`src/rtl/vball_vram_arb.sv`:
```
// rtl/vball_vram_arb.sv - VBall shared VRAM arbiter (video / sprite DMA / CPU)
// Optional VBALL_ARB_BLANK_CPU_EN: hand blanking cycles to CPU/DMA instead of video.
`timescale 1ns/1ps
module vball_vram_arb (
  input  logic        clk,
  input  logic        reset,
  input  logic [8:0]  hcount,
  input  logic [8:0]  vcount,
  input  logic        hb,
  input  logic        vb,
  input  logic [12:0] vid_addr,
  output logic [7:0]  vid_data,
  output logic        vid_valid,
  input  logic        dma_req,
  input  logic        dma_we,
  input  logic [12:0] dma_addr,
  input  logic [7:0]  dma_din,
  output logic        dma_ack,
  input  logic        cpu_req,
  input  logic        cpu_we,
  input  logic [12:0] cpu_addr,
  input  logic [7:0]  cpu_din,
  output logic        cpu_ack,
  output logic [7:0]  cpu_dout,
  output logic [12:0] ram_addr,
  output logic        ram_we,
  output logic [7:0]  ram_din,
  input  logic [7:0]  ram_dout
);

  typedef enum logic [1:0] {TAG_NONE, TAG_VID, TAG_DMA, TAG_CPU} tag_t;

  tag_t tag0, tag1;
  logic we0, we1;
  logic dma_rearm, cpu_rearm, last_dma;
  logic video_slot, dma_busy, cpu_busy, dma_elig, cpu_elig, grant_dma, grant_cpu;

  // Only the slot phase and blanking matter; line number and upper hcount bits are unused.
  logic unused_ok;
  assign unused_ok = ^{vcount, hcount[8:2], hb};

  always_comb begin
`ifdef VBALL_ARB_BLANK_CPU_EN
    video_slot = (hcount[1:0] != 2'd3) && !(hb || vb);
`else
    video_slot = (hcount[1:0] != 2'd3);
`endif
    dma_busy  = (tag0 == TAG_DMA) || (tag1 == TAG_DMA);
    cpu_busy  = (tag0 == TAG_CPU) || (tag1 == TAG_CPU);
    dma_elig  = vb && dma_req && !dma_busy && dma_rearm;
    cpu_elig  = cpu_req && !cpu_busy && cpu_rearm;
    // CPU beats DMA only when DMA took the previous free slot.
    grant_cpu = !video_slot && cpu_elig && (last_dma || !dma_elig);
    grant_dma = !video_slot && dma_elig && !grant_cpu;
  end

  always_ff @(posedge clk) begin
    if (reset) begin
      ram_addr  <= 13'd0;
      ram_we    <= 1'b0;
      ram_din   <= 8'd0;
      vid_data  <= 8'd0;
      vid_valid <= 1'b0;
      dma_ack   <= 1'b0;
      cpu_ack   <= 1'b0;
      cpu_dout  <= 8'd0;
      tag0      <= TAG_NONE;
      tag1      <= TAG_NONE;
      we0       <= 1'b0;
      we1       <= 1'b0;
      dma_rearm <= 1'b1;
      cpu_rearm <= 1'b1;
      last_dma  <= 1'b0;
    end else begin
      ram_we <= 1'b0;
      if (video_slot) begin
        ram_addr <= vid_addr;
        tag0     <= TAG_VID;
        we0      <= 1'b0;
      end else if (grant_cpu) begin
        ram_addr <= cpu_addr;
        ram_we   <= cpu_we;
        if (cpu_we)
          ram_din <= cpu_din;
        tag0     <= TAG_CPU;
        we0      <= cpu_we;
        last_dma <= 1'b0;
      end else if (grant_dma) begin
        ram_addr <= dma_addr;
        ram_we   <= dma_we;
        if (dma_we)
          ram_din <= dma_din;
        tag0     <= TAG_DMA;
        we0      <= dma_we;
        last_dma <= 1'b1;
      end else begin
        tag0 <= TAG_NONE;
        we0  <= 1'b0;
      end

      tag1 <= tag0;
      we1  <= we0;

      // ram_dout belongs to the op granted two edges ago.
      vid_valid <= (tag1 == TAG_VID);
      dma_ack   <= (tag1 == TAG_DMA);
      cpu_ack   <= (tag1 == TAG_CPU);
      if (tag1 == TAG_VID)
        vid_data <= ram_dout;
      if ((tag1 == TAG_CPU) && !we1)
        cpu_dout <= ram_dout;

      // A held request must be seen low once before it can be granted again.
      if (grant_cpu)
        cpu_rearm <= 1'b0;
      else if (!cpu_req)
        cpu_rearm <= 1'b1;
      if (grant_dma)
        dma_rearm <= 1'b0;
      else if (!dma_req)
        dma_rearm <= 1'b1;
    end
  end

endmodule

```
`config.mk`:
```
export PLATFORM = sky130hd
export DESIGN_NAME = vball_vram_arb
export DESIGN_NICKNAME = d
export VERILOG_FILES = /design/src/rtl/vball_vram_arb.sv
export SDC_FILE = /design/constraint.sdc
export NUM_CORES = 1
export LEC_CHECK = 0
export CORE_ASPECT_RATIO = 0.6
export CORE_MARGIN = 2
export CORE_UTILIZATION = 60
export DETAILED_ROUTE_END_ITERATION = 10
export DONT_BUFFER_PORTS = 1
export GPL_TIMING_DRIVEN = 0
export PLACE_DENSITY = 0.78
export SLEW_MARGIN = 20
export SYNTH_ARGS = -nofsm -noshare
export SYNTH_HDL_FRONTEND = slang
export SYNTH_SLANG_ARGS = --single-unit
```
`constraint.sdc`:
```
create_clock -name clk -period 2.9 [get_ports clk]
set_input_delay 0.29 -clock clk [delete_from_list [all_inputs] [get_ports clk]]
set_output_delay 0.29 -clock clk [all_outputs]
set_load 0.05 [all_outputs]
```
==> summary.md <==
| Metric | Value |
|---|---|
| Run status | `finished, final reports clean` |
| Synth async-reset ratio | `0` |
| Die extent in x | `81.1 um` |
| Setup clock skew after layout | `0.00704 ns` |
| Total routed wirelength | `5120 um` |
| Critical path launch point | `tag1[1]$_SDFF_PP0_` |
| Gr ovfl total | `0` |
| Synthesis Warnings | `0` |
| Number of global-route vias before repair | `1676` |
| Sequential Power Share | `0.606` |
| Area of the mapped netlist | `2140 um2` |
| Critical path's largest stage delay | `0.40 ns` |
| End of the worst register-to-register path | `ram_din[0]$_SDFFE_PP0P_` |
| Die outline height | `50.2 um` |
| Min-delay worst type | `input port to register` |
| Type of the worst setup path | `register to register` |
| Number of top-level design ports | `130` |
| Core Footprint | `3320 um2` |
| Number of optimization iterations in the first detailed-route pass | `4` |
| Setup Total Neg Slack | `0 ns` |
| Cell internal power dissipation | `926 uW` |
| Buffer levels on the longest clock path | `2` |
| Nets in the synthesized netlist | `330` |
| Post-cts resize count | `0` |
| Synth-to-layout area growth | `6.85%` |
| Proportion of power drawn by the clock network | `0.299` |
| Post-synth EDFFs | `0` |
| CTS Sinks | `49` |
| Antenna Nets Post-Route | `0` |
| Most frequent cells after synthesis | `dfxtp_1, nand2_1, nor2_1, a21oi_1, mux2i_1` |
| Final Cycle Share | `0.666` |
| Net count, final | `337` |
| Part of the power in combinational logic | `0.095` |
| Sum of net half-perimeters after detailed placement | `4030 um` |
| Number of cells produced by synthesis | `241` |
| Via count of the routed design | `1761` |
| RD Place Congestion | `0.778` |
| All-layer global routing usage | `0.268` |
| Clock transition at the registers of the reported paths | `0.09 ns` |
| Pin count of the biggest net entering global routing | `17` |
| Max Freq | `518 MHz` |
| Utilization of the core after routing | `0.688` |
| Antenna diodes | `0` |
| Floorplan row count | `16` |
| Worst-path maximum fanout | `10` |
| Portion of the post-synthesis area used by sequential elements | `0.459` |
| Inserted Clock Buffers | `5` |
| Net load switching power | `418 uW` |
| Port-buffer cells | `0` |
| Clock Tree Root | `clkbuf_8` |
| Cell area power density | `588 nW/um2` |
| Synth Flop Type | `dfxtp_1` |
| Setup slack on the worst flop-to-flop path | `0.97 ns` |
| Die area | `4070 um2` |
| Starting utilization of the core area | `0.643` |
| Number of setup violations in the final report | `0` |
| Htree depth | `2` |
| First-pass GRT wire length | `8180 um` |
| Leak Pwr | `0.000793 uW` |
| Sw Ratio | `0.311` |
| Post-route DRC | `0` |
| Placement-stage worst setup slack | `0.988 ns` |
| Max-slew headroom at the worst pin | `0.589` |
| Worst IR drop on VDD | `0.330 mV` |
| Average via count per standard cell | `5.99` |
| Final Hold Vio Count | `0` |
| Critical path cell sequence | `nand2_1 -> and4bb_1 -> clkbuf_1 -> a21oi_1 -> o21ai_2 -> a221oi_1` |
| CP max stage cell | `clkbuf_1` |
| Post-Syn Area per Cell | `8.87 um2` |
| Area fraction of the dominant cell type after synthesis | `0.459` |
| Most common cell in the synthesized netlist | `dfxtp_1` |
| Leading post-synthesis cells by cell area | `dfxtp_1, a2111oi_2, nand2_1, nor2_1, mux2i_1` |
| RSZ-0062 raised after global routing | `false` |
| Endpoint arrival time on the critical path | `2.09 ns` |
| Average wire length per cell after detail routing | `17.4 um` |
| Number of unique standard cell types used by synthesis | `29` |
| Number of hold buffers added after CTS | `0` |
| Worst path setup slack after routing | `0.970 ns` |
| TritonCTS clock tree | `done` |
| Worst skew pair latency | `0.30 ns` |
| Antenna violations before repair | `0` |
| Final Slew Violations | `0` |
| Type of destination of the critical path | `register` |
| Initial drt markers | `127` |
| Ratio of cells with drive above 1 in the final layout | `0.100` |
| Crit path to | `ram_din[0]$_SDFFE_PP0P_` |
| Slew at the pin closest to its max-slew limit | `0.617 ns` |
| Launch point of the worst reg-to-reg path | `tag1[1]$_SDFF_PP0_` |
| Data required time of the worst path | `3.06 ns` |
| Max capacitance violation total | `0` |
| Element type at the critical path start | `register` |
| Post-CTS setup buffers | `0` |
| Post-synthesis cell type with the largest combined area | `dfxtp_1` |
| Cell count of the worst reg-to-reg path | `6` |
| FF+latch count, synth | `49` |
| Final critical path time including I/O delays and setup | `1.93 ns` |
## placed cells by master, fill, tap and decap left out, types with 2 or more instances in the layout
cell,instances
buf_1,2
buf_2,3
a2111oi_2,9
dfxtp_1,49
nand4b_1,9
a221oi_1,8
nand3_1,2
and3_1,2
nor2_1,35
clkbuf_1,11
nand2_1,36
o31ai_1,8
inv_1,9
nand2b_1,4
nor2b_1,7
a2111oi_0,4
clkbuf_8,5
mux2i_1,13
and2_1,2
a21oi_1,18
## power groups by stage
stage / sequential (uW) / clock, uW / combinational (uW)
after floorplan: 824 / 0 / 104
after global placement: 829 / 0 / 123
after detailed placement: 830 / 0 / 127
after CTS: 814 / 404 / 128
after global routing: 818 / 436 / 143
final: 814 / 402 / 128
## final cells by class
| cell class | count | area [um2] |
|---|---|---|
| buffer | 18 | 95.1 |
| clock buffer | 5 | 68.8 |
| clock inverter | 3 | 21.3 |
| fill | 314 | 1040 |
| inverter | 10 | 37.5 |
| multi-input combinational | 164 | 1020 |
| sequential | 49 | 981 |
| tap | 45 | 56.3 |
## critical path: cells and delay by family (launching register included)
family | cells | cell delay (ns)
AOI/OAI and AO/OA | 3 | 0.66
and+or+nand+nor | 2 | 0.40
buffers and inverters | 1 | 0.40
DFF | 1 | 0.34
## kinds of logic after synthesis
group                  after synthesis  share of synthesized area
AOI/OAI and AO/OA                   50                      0.194
muxes                               13                     0.0609
buffers and inverters               28                     0.0620
DFF                                 49                      0.459
and+or+nand+nor                    101                      0.224
## per-layer routing
| metal | wire (um) | up-vias | global-route usage |
|---|---|---|---|
| li1 | - | 866 | - |
| met1 | 2320 | 815 | 0.386 |
| met2 | 2240 | 76 | 0.386 |
| met3 | 533 | 4 | 0.0971 |
| met4 | 25 | 0 | 0.0537 |
| met5 | 0 | - | 0 |
## worst min path at each step
stage,to,startpoint,slack (ns),cells after the start
floorplan,ram_addr[6]$_SDFFE_PP0P_,reset,0.37,1
global placement,ram_addr[6]$_SDFFE_PP0P_,reset,0.38,1
detailed placement,ram_addr[6]$_SDFFE_PP0P_,reset,0.37,1
CTS,ram_addr[6]$_SDFFE_PP0P_,reset,0.06,1
global route,ram_addr[6]$_SDFFE_PP0P_,reset,0.05,1
finish,ram_addr[6]$_SDFFE_PP0P_,reset,0.06,1
## sequential cells by signal, indices dropped and copies added, names as in the netlist
register,flops
we0,1
ram_addr,13
cpu_dout,8
cpu_rearm,1
vid_data,8
cpu_ack,1
tag0,2
last_dma,1
we1,1
dma_ack,1
ram_din,8
vid_valid,1
tag1,2
dma_rearm,1
## stage by stage
step	area, um2	cells	power, uW	hold slack [ns]
final	2280	294	1340	0.0570
after CTS	2280	294	1350	0.0575
after detailed placement	2190	286	957	0.373
after global placement	2190	286	953	0.376
after global routing	2280	294	1400	0.0472
after floorplan	2140	241	927	0.370
No activity file was read; power rests on OpenSTA's default activity.
